$ cat config.mk
export PLATFORM = sky130hd
export DESIGN_NAME = pc_unit
export DESIGN_NICKNAME = d
export VERILOG_FILES = /design/src/rtl/pc_pkg.sv /design/src/rtl/pc_next_calc.sv /design/src/rtl/pc_unit.sv
export SDC_FILE = /design/constraint.sdc
export NUM_CORES = 1
export LEC_CHECK = 0
export BUFFER_PORTS_ARGS = -buffer_cell sky130_fd_sc_hd__buf_4
export CAP_MARGIN = 5
export CORE_MARGIN = 2
export CORE_UTILIZATION = 45
export CTS_CLUSTER_SIZE = 24
export DETAILED_ROUTE_END_ITERATION = 8
export GPL_TIMING_DRIVEN = 0
export HOLD_SLACK_MARGIN = 0.08
export PLACE_DENSITY = 0.67
export SYNTH_ARGS = -nofsm -noshare
export SYNTH_HDL_FRONTEND = slang
export SYNTH_HIERARCHICAL = 1
export SYNTH_SLANG_ARGS = --single-unit
$ cat constraint.sdc
create_clock -name clk -period 9.8 [get_ports clk]
set_input_delay 2.94 -clock clk [delete_from_list [all_inputs] [get_ports clk]]
set_output_delay 2.94 -clock clk [all_outputs]
set_load 0.005 [all_outputs]
$ cat src/rtl/pc_pkg.sv
// Shared types for the program-counter unit: next-PC select encoding and FSM states.
package pc_pkg;

  typedef enum logic [1:0] {
    PC_SEQ    = 2'b00,
    PC_BRANCH = 2'b01,
    PC_JUMP   = 2'b10,
    PC_TRAP   = 2'b11
  } pc_sel_e;

  typedef enum logic [1:0] {
    BOOT = 2'b00,
    RUN  = 2'b01,
    HOLD = 2'b10
  } pc_state_e;

  // Any select other than sequential is a redirect of the fetch stream.
  function automatic logic is_redirect(pc_sel_e sel);
    return sel != PC_SEQ;
  endfunction

endpackage

$ cat src/rtl/pc_next_calc.sv
// Combinational next-PC candidate generator with target-alignment check.
module pc_next_calc
  import pc_pkg::*;
#(
  parameter int unsigned     XLEN        = 32,
  parameter int unsigned     INCR        = 4,
  parameter int unsigned     ALIGN_BITS  = 2,
  parameter logic [XLEN-1:0] TRAP_VECTOR = XLEN'(32'h0000_0100)
) (
  input  logic [XLEN-1:0] pc,
  input  pc_sel_e         sel,
  input  logic [XLEN-1:0] imm,
  input  logic [XLEN-1:0] target,
  output logic [XLEN-1:0] next_pc,
  output logic [XLEN-1:0] raw_pc,
  output logic            misaligned
);

  localparam logic [XLEN-1:0] ALIGN_MASK = XLEN'((64'(1) << ALIGN_BITS) - 64'(1));

  logic checked;

  // Raw candidate; only PC-relative and absolute targets are alignment-checked.
  always_comb begin
    raw_pc  = pc + XLEN'(INCR);
    checked = 1'b0;
    case (sel)
      PC_SEQ:    raw_pc = pc + XLEN'(INCR);
      PC_BRANCH: begin
        raw_pc  = pc + imm;
        checked = 1'b1;
      end
      PC_JUMP: begin
        raw_pc  = {target[XLEN-1:1], 1'b0};
        checked = 1'b1;
      end
      PC_TRAP:   raw_pc = TRAP_VECTOR;
      default:   raw_pc = pc + XLEN'(INCR);
    endcase
  end

  assign misaligned = checked && ((raw_pc & ALIGN_MASK) != '0);
  assign next_pc    = misaligned ? TRAP_VECTOR : raw_pc;

endmodule

$ cat src/rtl/pc_unit.sv
// Program-counter unit: fetch request handshake, redirect deferral under
// backpressure and misaligned-target trapping.
module pc_unit
  import pc_pkg::*;
#(
  parameter int unsigned     XLEN         = 32,
  parameter logic [XLEN-1:0] RESET_VECTOR = XLEN'(32'h0000_0000),
  parameter logic [XLEN-1:0] TRAP_VECTOR  = XLEN'(32'h0000_0100),
  parameter int unsigned     ALIGN_BITS   = 2,
  parameter int unsigned     INCR         = 4
) (
  input  logic            clk,
  input  logic            reset,
  input  logic [1:0]      choice,
  input  logic [XLEN-1:0] imm,
  input  logic [XLEN-1:0] target,
  input  logic            stall,
  input  logic            fetch_ready,
  output logic            fetch_valid,
  output logic [XLEN-1:0] pc_out,
  output logic [XLEN-1:0] pc_plus,
  output logic            exc_valid,
  output logic [XLEN-1:0] exc_pc,
  output logic [XLEN-1:0] exc_tval
);

  pc_state_e       state_q, state_d;
  logic [XLEN-1:0] pc_q, pc_d;
  logic            fv_q, fv_d;
  logic [XLEN-1:0] pend_pc_q, pend_pc_d;
  logic            pend_mis_q, pend_mis_d;
  logic [XLEN-1:0] pend_tval_q, pend_tval_d;
  logic            exc_valid_q, exc_valid_d;
  logic [XLEN-1:0] exc_pc_q, exc_pc_d;
  logic [XLEN-1:0] exc_tval_q, exc_tval_d;

  pc_sel_e         sel;
  logic            fire;
  logic            redirect;
  logic [XLEN-1:0] cand_pc;
  logic [XLEN-1:0] raw_pc;
  logic            cand_mis;

  assign sel      = pc_sel_e'(choice);
  assign fire     = fv_q & fetch_ready;
  assign redirect = is_redirect(sel);

  pc_next_calc #(
    .XLEN        (XLEN),
    .INCR        (INCR),
    .ALIGN_BITS  (ALIGN_BITS),
    .TRAP_VECTOR (TRAP_VECTOR)
  ) u_next_calc (
    .pc         (pc_q),
    .sel        (sel),
    .imm        (imm),
    .target     (target),
    .next_pc    (cand_pc),
    .raw_pc     (raw_pc),
    .misaligned (cand_mis)
  );

  // State register.
  always_ff @(posedge clk or posedge reset) begin
    if (reset) state_q <= BOOT;
    else       state_q <= state_d;
  end

  // Next state: an unaccepted redirect parks the unit in HOLD until the fetch fires.
  always_comb begin
    state_d = state_q;
    case (state_q)
      BOOT:    state_d = RUN;
      RUN:     if (redirect && !fire) state_d = HOLD;
      HOLD:    if (fire) state_d = RUN;
      default: state_d = BOOT;
    endcase
  end

  // Datapath next values; alignment is judged at capture so deferred traps report the same info.
  always_comb begin
    pc_d        = pc_q;
    fv_d        = (state_d != BOOT);
    pend_pc_d   = pend_pc_q;
    pend_mis_d  = pend_mis_q;
    pend_tval_d = pend_tval_q;
    exc_valid_d = 1'b0;
    exc_pc_d    = exc_pc_q;
    exc_tval_d  = exc_tval_q;
    case (state_q)
      RUN: begin
        if (redirect) begin
          if (fire) begin
            pc_d = cand_pc;
            if (cand_mis) begin
              exc_valid_d = 1'b1;
              exc_pc_d    = pc_q;
              exc_tval_d  = raw_pc;
            end
          end else begin
            pend_pc_d   = cand_pc;
            pend_mis_d  = cand_mis;
            pend_tval_d = raw_pc;
          end
        end else if (fire && !stall) begin
          pc_d = cand_pc;
        end
      end
      HOLD: begin
        // pc_q is frozen in HOLD, so it still equals the redirecting cycle's PC.
        if (fire) begin
          pc_d = pend_pc_q;
          if (pend_mis_q) begin
            exc_valid_d = 1'b1;
            exc_pc_d    = pc_q;
            exc_tval_d  = pend_tval_q;
          end
        end
      end
      default: ;
    endcase
  end

  // Datapath registers.
  always_ff @(posedge clk or posedge reset) begin
    if (reset) begin
      pc_q        <= RESET_VECTOR;
      fv_q        <= 1'b0;
      pend_pc_q   <= '0;
      pend_mis_q  <= 1'b0;
      pend_tval_q <= '0;
      exc_valid_q <= 1'b0;
      exc_pc_q    <= '0;
      exc_tval_q  <= '0;
    end else begin
      pc_q        <= pc_d;
      fv_q        <= fv_d;
      pend_pc_q   <= pend_pc_d;
      pend_mis_q  <= pend_mis_d;
      pend_tval_q <= pend_tval_d;
      exc_valid_q <= exc_valid_d;
      exc_pc_q    <= exc_pc_d;
      exc_tval_q  <= exc_tval_d;
    end
  end

  assign fetch_valid = fv_q;
  assign pc_out      = pc_q;
  assign pc_plus     = pc_q + XLEN'(INCR);
  assign exc_valid   = exc_valid_q;
  assign exc_pc      = exc_pc_q;
  assign exc_tval    = exc_tval_q;

endmodule
After elaboration in Yosys (flattened, before gate mapping)
Index checks and enable logic that the tools add are counted.

Register bits after elaboration: 165.

$add $sub $neg: 2. Equality and inequality tests: 12. Multiplexer cells: 29. Bitwise logic cells: 2. Reduce and logical (&&, ||, !) cells: 15.

Operator list (number): 32-bit 2-to-1 mux (15); 32-bit case mux with 2 select lines (3); 32-bit case mux with 4 select lines (1); 32-bit by 3-bit adder with 32-bit output, second input constant (1); 32-bit adder (1); 32-bit nonzero test (1); 2-bit != test, second input constant (5); 2-bit equality test, second input constant (3); 1-bit 2-to-1 mux (6); 3-bit != test, second input constant (2); 2-bit case mux with 3 select lines (1); 6-bit AND reduction (1); 2-bit nonzero test (3); 2-bit by 1-bit equality test with 1-bit output, second input constant (2); 2-bit logical NOT (2); 2-bit 2-to-1 mux (2); 4-bit AND reduction (1); 1-bit logical AND (3); 3-bit AND reduction (1); 1-bit logical NOT (2); 1-bit case mux with 2 select lines (1); 2-bit OR reduction (1); 1-bit bitwise AND (1); 1-bit inverter (1).

Longest topological paths before layout
Depth after elaboration: 8. Mapped depth: 13. Gate-level depth less buffers: 11.

Modules after synthesis
The synthesis kept the hierarchy.

By module, submodules not included: pc_unit (times used 1, cells each 599, area each 7407.1 um^2, sequential area each 4129.0 um^2); pc_next_calc (times used 1, cells each 518, area each 3256.9 um^2, sequential area each 0.0 um^2).

Least setup slack after synthesis
Ideal clock, no wire load.

Path type: in2reg. From: in imm[0]. To: reg exc_pc_q[0] (netlist: exc_pc[0]). Setup time: 0.125 ns. Data arrival time: 5.706 ns. Required time: 9.675 ns. Path slack: 3.970 ns. Stages: 11. Path through: ha_1 -> fa_1 -> a22oi_1 -> o21ai_0 -> o21ai_1 -> clkinv_1 -> clkbuf_1 -> o2111ai_1 -> a221oi_2 -> buf_2 -> mux2_2.

Cells in the longest elaborated chain, start to end: 6.

RTL lines: start: declaration (line pc_unit.sv:15) `input logic [XLEN-1:0] imm,`; 32-bit adder (line pc_next_calc.sv:30) `raw_pc = pc + imm;`; 32-bit case mux with 4 select lines (line pc_next_calc.sv:27) `case (sel)`; via raw_pc[1] (line pc_unit.sv:41) `logic [XLEN-1:0] raw_pc;`; 32-bit nonzero test (line pc_next_calc.sv:42) `assign misaligned = checked && ((raw_pc & ALIGN_MASK) != '0);`; 1-bit logical AND (line pc_next_calc.sv:42); via cand_mis (line pc_unit.sv:42) `logic cand_mis;`; 2-bit != test (no line); 6-bit AND reduction (no line); end signal: assignment (line pc_unit.sv:142) `exc_pc_q <= exc_pc_d;`; end: declaration (line pc_unit.sv:34) `logic [XLEN-1:0] exc_pc_q, exc_pc_d;`.

The timed path passes the listed nets, and every way through them passes these cells. A chain may end at the register's enable or synchronous reset.

Worst setup path in the final report
From: in imm[0]. To: reg exc_tval_q[6] (netlist: exc_tval[6]).

Cells in the longest elaborated chain, start to end: 6. Elaborated cells on any way between the ends: 10. Classes of those cells: add/sub: 1; eq/ne: 1; mux: 5; reduce/logical: 3.

RTL lines: 32-bit adder (line pc_next_calc.sv:30); 32-bit case mux with 4 select lines (line pc_next_calc.sv:27); via raw_pc[1] (line pc_unit.sv:41); 32-bit nonzero test (line pc_next_calc.sv:42); 1-bit logical AND (line pc_next_calc.sv:42); via cand_mis (line pc_unit.sv:42); 2-bit != test (no line); 6-bit AND reduction (no line); end signal: assignment (line pc_unit.sv:143) `exc_tval_q <= exc_tval_d;`; end: declaration (line pc_unit.sv:35) `logic [XLEN-1:0] exc_tval_q, exc_tval_d;`.

The timed path passes the listed nets, and every way through them passes these cells. The select of a mux whose other input is x is not followed.

==> results.json <==
{
  "maxCapViolCount": 0,
  "yosysSeqAreaShare": 0.387,
  "clock-sinks": 165,
  "grt_util_all_layers": 0.277,
  "cts_tree": "done",
  "worstSetupStartpoint": "imm[0]",
  "holdBufCountCts": 0,
  "synth_cells": 1117,
  "cpMostUsedCell": "buf_2",
  "area_delta_synth_final_pct": 23.2,
  "power_mw": 4.81,
  "route.antenna.remaining_nets": 0,
  "cts_setup_buffers": 0,
  "clk-insertion-delay-late_ns": 0.43,
  "synth_top_area_frac": 0.387,
  "final_nets": 1448,
  "leakagePower_nw": 5.68,
  "layout-drive-gt1-share": 0.274,
  "hold_viol_final": 0,
  "grt_pass1_vias": 9379,
  "syn_area_um2": 10700,
  "clockBufferDepth": 2,
  "worstPathRequired_ns": 10.11,
  "dp_hpwl_mm": 25.7,
  "initial_utilization": 0.456,
  "antenna_found_initial": 1,
  "rows": 56,
  "die_h_um": 158,
  "slew_violations": 0,
  "place_area_um2": 12600,
  "worstMarginPinSlew_ns": 1.09,
  "ys_ff_latch": 165,
  "crit_buf_inv": 5,
  "path_delay_family": "compound AO/OA/AOI/OAI gates",
  "drt-total-wl_mm": 34.1,
  "gp_congestion": 0.925,
  "synth_edf_count": 0,
  "ys_top_cells_by_count": "165 x dfrtp_1, 119 x a21oi_1, 102 x nor2_1",
  "maxSlewHeadroom": 0.271,
  "cp.arrival_ns": 7.64,
  "fin_crit_sh": 0.748,
  "crit_chain": "buf_4, ha_1, fa_1, a22oi_1, o21ai_0, o21ai_1, clkinv_1, clkbuf_1, o2111ai_1, a221oi_2, buf_2, buf_2, a21oi_1",
  "cts_buffers": 17,
  "syn_avg_cell_area_um2": 9.55,
  "finClkSkew_ns": 0.00748,
  "cp_max_fo": 12,
  "cpPeakStageDelay_ns": 0.95,
  "post_cts_resized": 0,
  "via_count": 9654,
  "synthFlopType": "dfrtp_1",
  "stdcell_area_um2": 13100,
  "setup.worst_path.class": "primary input to register",
  "portBuffers": 198,
  "fin_crit_ns": 7.33,
  "grt_setup_unrepaired": "false",
  "clk_pin_slew_ns": 0.07,
  "synth_nets": 1230,
  "n_antenna_cell": 0,
  "outcome": "finished clean",
  "synth-async-reset-ratio": 1.00,
  "cts_max_level": 4,
  "synth.largest_area_cell": "dfrtp_1",
  "startpoint_type": "primary input",
  "grt_max_degree": 94,
  "max_freq_ghz": 0.136,
  "die_x_um": 158,
  "io_pins": 200,
  "synth_most_common_cell": "dfrtp_1",
  "drc_errors": 0,
  "cp-end-kind": "register",
  "coreArea_um2": 23400,
  "peakVddDrop_mv": 0.145,
  "grt_pass1_wl_mm": 52.7,
  "cts-root-buf": "clkbuf_16",
  "yosysUniqueCellTypes": 67,
  "drt_iter0_markers": 786,
  "cpMaxStageDelayCell": "a221oi_2",
  "reg2reg_from": "pc_out[0]",
  "setup-tns-final_ns": 0,
  "fin_cells": 1667,
  "post_drt_wl_per_cell_um": 20.4,
  "setup_violations": 0,
  "min_from": "pend_tval_q[12]",
  "power_density_nw_per_um2": 366,
  "synth_area_leaders": "dfrtp_1 39%, mux2_2 10%, mux2i_1 6.1%, a21oi_1 5.6%, ha_1 4.9%",
  "dieArea_um2": 24900,
  "placed_cells": 1635,
  "hold_path.class": "register to register",
  "gr-total-overflow": 0,
  "first_pass_iters": 5,
  "yosysWarnings": 6,
  "viasPerCell": 5.79
}
-- metal layers --
metal  track usage  vias up  share of wire
li1              -     4488              -
met1         0.385     4732           0.46
met2         0.437      378           0.45
met3        0.0457       56          0.063
met4        0.0957        0          0.030
met5             0        -              0
-- area by class of cell --
| type | instances | area, um2 |
|---|---|---|
| Timing Repair Buffer | 199 | 1510 |
| Clock inverter | 14 | 118 |
| Multi-Input combinational cell | 868 | 6140 |
| Sequential cell | 165 | 4130 |
| Clock buffer | 18 | 439 |
| Tap cell | 319 | 399 |
| Fill cell | 2218 | 10300 |
| Inverter | 23 | 93.8 |
| Buffer | 61 | 313 |
-- final timing paths --
| kind | end | slack, ns | cells after the start |
|---|---|---|---|
| max reg2reg | exc_tval[6] | 4.60 | 12 |
| min | pend_tval_q[12] | 0.51 | 1 |
| max | exc_tval[6] | 2.47 | 13 |
| min in group asynchronous | exc_tval[6] | 2.55 | 2 |
| max in group asynchronous | pc_out[19] | 6.41 | 3 |
| min reg2reg | pend_tval_q[12] | 0.51 | 1 |
-- cell usage in the layout (no fill, tap or decap), types with 17 or more instances in the layout --
master / count
and2_1: 18
mux2i_1: 65
nand4_1: 30
buf_2: 19
buf_4: 204
clkbuf_1: 26
inv_1: 21
dfrtp_1: 165
xnor2_1: 54
ha_1: 42
nor2_1: 102
nand2_1: 80
nor3_1: 20
clkbuf_16: 17
o21ai_0: 32
a21oi_1: 119
nand3_1: 38
mux2_2: 98
-- sequential cells by signal, summed over array words and instances (netlist names) --
| register | flops |
|---|---|
| pend_mis_q | 1 |
| fetch_valid | 1 |
| exc_pc | 32 |
| pc_out | 32 |
| exc_valid | 1 |
| state_q | 2 |
| exc_tval | 32 |
| pend_tval_q | 32 |
| pend_pc_q | 32 |
-- kinds of logic after synthesis --
logic type      synth area share
mux                        0.164
buf+inv                   0.0374
fa+ha+maj                 0.0512
flops                      0.387
xor+xnor                  0.0575
compound gates             0.149
simple gates               0.153
-- power by group --
part           leakage [nW]  internal, mW  switching [mW]
sequential             1.99          1.02           0.411
combinational          3.42          1.31            1.41
clock                 0.276         0.338           0.309
total                  5.68          2.67            2.13
-- stage by stage --
| stage | worst slack, ns | hold slack [ns] | utilization |
|---|---|---|---|
| floorplan | 2.40 | 0.480 | - |
| global placement | 0.375 | 0.488 | 0.536 |
| detailed placement | 2.10 | 0.495 | 0.538 |
| CTS | 2.55 | 0.511 | 0.562 |
| global route | 2.21 | 0.520 | 0.562 |
| finish | 2.47 | 0.508 | 0.562 |
Note: power is estimated with default switching activity, not from simulation.
